`src/rtl/lsab_serial_tx.sv`:
```
// lsab_serial_tx: drains 32-bit words from an LSAB channel and sends
// each one as four 8N1 bytes, low byte first, on a single idle-high wire.
module lsab_serial_tx #(
    parameter int CLKS_PER_BIT = 16,
    parameter int LEN_W        = 24
) (
    input  logic             CLK,
    input  logic             RST,
    input  logic             RUN,
    input  logic [LEN_W-1:0] LEN,
    input  logic [31:0]      DATA_SEND,
    output logic             READ_FROM_LSAB,
    output logic             BUSY,
    output logic             IRQ,
    output logic             ERROR,
    input  logic             ERROR_ACK,
    output logic             WIRE_TX
);

    localparam int TW = $clog2(CLKS_PER_BIT);
    localparam logic [TW-1:0] LAST = TW'(CLKS_PER_BIT - 1);

    typedef enum logic [2:0] {
        S_IDLE,
        S_FETCH,
        S_LOAD,
        S_START,
        S_DATA,
        S_STOP,
        S_DONE
    } state_t;

    state_t           state_q, state_d;
    logic [TW-1:0]    timer_q, timer_d;
    logic [2:0]       bit_q, bit_d;
    logic [1:0]       byte_q, byte_d;
    logic [LEN_W-1:0] words_q, words_d;
    logic [31:0]      word_q, word_d;
    logic             busy_q, busy_d;
    logic             err_q, err_d;
    logic             tx_q, tx_d;
    logic             bit_end;

    assign bit_end        = (timer_q == LAST);
    assign READ_FROM_LSAB = (state_q == S_FETCH);
    assign IRQ            = (state_q == S_DONE);
    assign BUSY           = busy_q;
    assign ERROR          = err_q;
    assign WIRE_TX        = tx_q;

    // Next-state, counters and the line level for the following cycle.
    always_comb begin
        state_d = state_q;
        timer_d = '0;
        bit_d   = bit_q;
        byte_d  = byte_q;
        words_d = words_q;
        word_d  = word_q;
        busy_d  = busy_q;
        tx_d    = 1'b1;

        if (state_q == S_START || state_q == S_DATA || state_q == S_STOP) begin
            timer_d = bit_end ? '0 : timer_q + 1'b1;
        end

        unique case (state_q)
            S_IDLE: begin
                if (RUN) begin
                    if (LEN != '0) begin
                        words_d = LEN;
                        busy_d  = 1'b1;
                        state_d = S_FETCH;
                    end else begin
                        state_d = S_DONE;
                    end
                end
            end
            S_FETCH: state_d = S_LOAD;
            S_LOAD: begin
                word_d  = DATA_SEND;
                byte_d  = 2'd0;
                state_d = S_START;
            end
            S_START: begin
                tx_d = 1'b0;
                if (bit_end) begin
                    bit_d   = 3'd0;
                    state_d = S_DATA;
                end
            end
            S_DATA: begin
                tx_d = word_q[{byte_q, bit_q}];
                if (bit_end) begin
                    if (bit_q == 3'd7) begin
                        state_d = S_STOP;
                    end else begin
                        bit_d = bit_q + 3'd1;
                    end
                end
            end
            S_STOP: begin
                if (bit_end) begin
                    if (byte_q != 2'd3) begin
                        byte_d  = byte_q + 2'd1;
                        state_d = S_START;
                    end else if (words_q > LEN_W'(1)) begin
                        words_d = words_q - 1'b1;
                        state_d = S_FETCH;
                    end else begin
                        state_d = S_DONE;
                    end
                end
            end
            S_DONE: begin
                busy_d  = 1'b0;
                state_d = S_IDLE;
            end
            default: state_d = S_IDLE;
        endcase
    end

    // Sticky overrun flag; a new overrun wins over a same-cycle ack.
    always_comb begin
        err_d = err_q;
        if (RUN && state_q != S_IDLE) begin
            err_d = 1'b1;
        end else if (ERROR_ACK) begin
            err_d = 1'b0;
        end
    end

    // State and datapath registers; reset forces the line high at once.
    always_ff @(posedge CLK or negedge RST) begin
        if (!RST) begin
            state_q <= S_IDLE;
            timer_q <= '0;
            bit_q   <= '0;
            byte_q  <= '0;
            words_q <= '0;
            word_q  <= '0;
            busy_q  <= 1'b0;
            err_q   <= 1'b0;
            tx_q    <= 1'b1;
        end else begin
            state_q <= state_d;
            timer_q <= timer_d;
            bit_q   <= bit_d;
            byte_q  <= byte_d;
            words_q <= words_d;
            word_q  <= word_d;
            busy_q  <= busy_d;
            err_q   <= err_d;
            tx_q    <= tx_d;
        end
    end

endmodule

```
`config.mk`:
```
export PLATFORM = sky130hd
export DESIGN_NAME = lsab_serial_tx
export DESIGN_NICKNAME = d
export VERILOG_FILES = /design/src/rtl/lsab_serial_tx.sv
export SDC_FILE = /design/constraint.sdc
export NUM_CORES = 1
export LEC_CHECK = 0
export CAP_MARGIN = 40
export CORE_ASPECT_RATIO = 2
export CORE_MARGIN = 10
export CORE_UTILIZATION = 35
export DETAILED_ROUTE_END_ITERATION = 12
export PLACE_DENSITY = 0.53
export SLEW_MARGIN = 20
export SYNTH_ARGS = -nofsm -noshare
export SYNTH_HDL_FRONTEND = slang
export SYNTH_SLANG_ARGS = --single-unit
export TNS_END_PERCENT = 50
```
`constraint.sdc`:
```
create_clock -name CLK -period 3.1 [get_ports CLK]
set_input_delay 0.775 -clock CLK [delete_from_list [all_inputs] [get_ports CLK]]
set_output_delay 0.775 -clock CLK [all_outputs]
set_load 0.02 [all_outputs]
```
==> impl_metrics.py, run 1 <==
metrics = {
    "outcome": {
        "status": "complete, no violations",
    },
    "floorplanning": {
        "dieArea_sq_mm": 0.0166,
        "fp.dieW_um": 96.2,
        "ioPinCount": 65,
        "num_rows": 55,
        "core_area_sq_mm": 0.0114,
        "initial_core_util_pct": 35.8,
        "die_y_um": 172,
    },
    "clock_network": {
        "cts_made_buffers": 9,
        "clkLatencyLatePin_ps": 340,
        "post_cts_buffers": 0,
        "clock-root-buffer": "clkbuf_16",
        "hold_buffers": 0,
        "cts_tree": "done",
        "clk_pin_slew_ps": 60,
        "cts.sinks": 71,
        "htreeDepth": 3,
        "cts_resized": 0,
        "clk_path_buf_depth": 2,
    },
    "place": {
        "hpwl_mm": 10.1,
        "dpl_worst_slack_ps": -61.0,
        "place_inst": 621,
        "routabilityCongestion": 1.00,
        "io_buffers": 64,
    },
    "synth": {
        "ys_seq_elements": 71,
        "synth_largest_area_cell": "dfrtp_1",
        "synth.top_cells.by_count": "dfrtp_1 (70), nor2_1 (49), mux2_2 (33)",
        "yosysUniqueCellTypes": 55,
        "ys_top_cells_by_area": "dfrtp_1 (43%), mux2_2 (9.1%), nor2_1 (4.5%), mux4_2 (3.9%), nor3_1 (3.6%)",
        "synth-edff-count": 0,
        "yosysTopAreaCellShare_pct": 43.1,
        "async_flop_share_pct": 100,
        "ys_seq_area_share_pct": 43.7,
        "ys_warn_count": 0,
        "syn_avg_cell_area_sq_um": 9.71,
        "ys.flop_type": "dfrtp_1",
        "syn-num-nets": 485,
        "syn_inst": 419,
        "synth_most_common_cell": "dfrtp_1",
        "mappedNetlistArea_sq_mm": 0.00407,
    },
    "timing": {
        "hold_viol_final": 0,
        "worst-slew-pin-transition_ps": 666,
        "slew_violations": 0,
        "fin_ws_ps": 286,
        "tns_ps": 0,
        "fmaxAchievable_mhz": 355,
        "skew_ps": 8.68,
        "min_period_ps": 2810,
        "rsz0062_at_grt": "false",
        "slew-limit-headroom_pct": 55.6,
        "setup_violations": 0,
        "whs_ps": 387,
        "fin_crit_sh_pct": 90.8,
    },
    "detailed_routing": {
        "first_pass_iters": 5,
        "drc": 0,
        "wl_per_cell_um": 20.5,
        "viasPerCell": 5.76,
        "drt_iter0_markers": 218,
        "routed-via-count": 3662,
        "wl_mm": 13.1,
        "drtAntennaViolNets": 0,
    },
    "worst_hold_path": {
        "hold_class": "in2async",
    },
    "global_route": {
        "grt_start_max_net_pins": 35,
        "first_global_vias": 3906,
        "grt_usage_pct": 16.5,
        "antenna_found_initial": 0,
        "grt_first_pass_wirelength_mm": 20.7,
        "grt_overflow": 0,
    },
    "flow_run": {
        "maxCapViolCount": 0,
    },
    "pwr": {
        "leakagePower_nw": 2.03,
        "p_per_area_mw_per_mm2": 795,
        "ir_drop_mv": 0.460,
    },
    "critical_path": {
        "max_stage_delay_ps": 440,
        "cp_cell_sequence": "clkdlybuf4s50_1 -> nor4_1 -> nand4_1 -> o41ai_2 -> buf_4 -> nor2_1 -> mux2_2",
        "worstPathRequired_ps": 3330,
        "crit_path_max_fanout": 19,
        "critPathTopFamily": "simple AND/OR/NAND/NOR gates",
        "critPathBufInv": 2,
        "cp-end-kind": "flop",
        "path_class": "in2reg",
        "r2r_slack_ps": 360,
        "arrival_ps": 3040,
        "cp-start-kind": "input port",
        "crit_path_top_delay_cell": "clkdlybuf4s50_1",
    },
    "cells_and_area": {
        "final_nets": 556,
        "syn_to_final_growth_pct": 28.9,
        "antenna_cells": 0,
        "layout-drive-gt1-share_pct": 18.2,
        "fin_cells": 636,
    },
}
==> kinds of logic (layout without fill, tap and decap cells) <==
kind of cell,Yosys count,in the layout,synth area share [%]
adder cells (fa/ha/maj),6,6,1.85
XOR/XNOR,1,1,0.215
buffers and inverters,37,112,3.84
AO/OA/AOI/OAI,102,102,16.6
multiplexers,43,43,13.7
flip-flops,71,71,43.7
AND/OR/NAND/NOR,159,159,20.0
==> layout by cell type (no fill, tap or decap), drive strengths merged, types with 3 or more instances in the layout <==
cell type,n
dfrtp,70
clkdlybuf4s50,63
nor2,49
mux2,33
nor3,29
buf,24
a21oi,23
nand2,22
o21ai,22
nor4,18
inv,10
a31oi,10
clkbuf,10
nand3,8
o31ai,8
mux4,7
o22a,7
ha,6
or4,6
a2bb2oi,5
and3,4
nand2b,4
a41oi,4
a211oi,4
or2,4
nor2b,3
mux2i,3
o2bb2ai,3
nand4,3
or3,3
o22ai,3
==> power breakdown <==
| part | internal (mW) | switching [mW] | total, mW |
|---|---|---|---|
| sequential | 1.34 | 0.336 | 1.67 |
| combinational | 0.758 | 0.692 | 1.45 |
| clock | 0.640 | 0.408 | 1.05 |
==> final cells by class <==
class	instances	area (sq um)
clock buffer	10	239
clock inverter	5	58.8
fill	1120	6110
inverter	10	37.5
multi-input combinational	311	2150
sequential	71	1780
tap	142	178
timing repair buffer	87	808
==> path summary, 6_finish.rpt <==
| check | start | end | cells past startpoint |
|---|---|---|---|
| setup / recovery | LEN[18] | words_q[1] | 7 |
| hold / removal | RST | words_q[15] | 1 |
| setup reg to reg | words_q[12] | words_q[10] | 6 |
| hold reg to reg | word_q[4] | word_q[4] | 1 |
| max in group asynchronous | RST | WIRE_TX | 2 |
| min in group CLK | word_q[4] | word_q[4] | 1 |
==> worst register-to-register path, cell delays in order, from the launching register on <==
cell	delay, ps
dfrtp_1	430
or4_1	560
or4_4	530
nor4_4	530
buf_4	310
nor3_1	80
o22a_1	180
==> routing by layer <==
| metal | up-vias | routed length (um) | track usage (%) |
|---|---|---|---|
| li1 | 1724 | - | - |
| met1 | 1791 | 4550 | 15.8 |
| met2 | 108 | 7020 | 29.4 |
| met3 | 39 | 678 | 4.26 |
| met4 | 0 | 808 | 11.0 |
| met5 | - | 0 | 0 |
==> state kept, by name (all words and copies together), names as in the netlist <==
name     cells
word_q      32
words_q     24
timer_q      4
bit_q        3
state_q      3
byte_q       2
BUSY         1
ERROR        1
WIRE_TX      1
==> per-stage QoR <==
step | util [%] | instance area [sq um] | total power [mW]
after floorplan | - | 4070 | 2.60
after global routing | 46.2 | 5250 | 4.45
final | 46.2 | 5250 | 4.17
after detailed placement | 43.6 | 4950 | 3.15
after CTS | 46.2 | 5250 | 4.21
after global placement | 43.6 | 4950 | 3.10
Power figures use the tool's default switching activity.
==> run 2, diff against run 1 <==
Settings changed: CTS_CLUSTER_SIZE set to 8.
==> results of run 2 <==
Final layout, timing and power as in run 1 (identical DEF).
==> run 3, diff against run 2 <==
Settings changed: GPL_TIMING_DRIVEN set to 1.
==> results of run 3 <==
Final layout, timing and power as in run 1 (identical DEF).
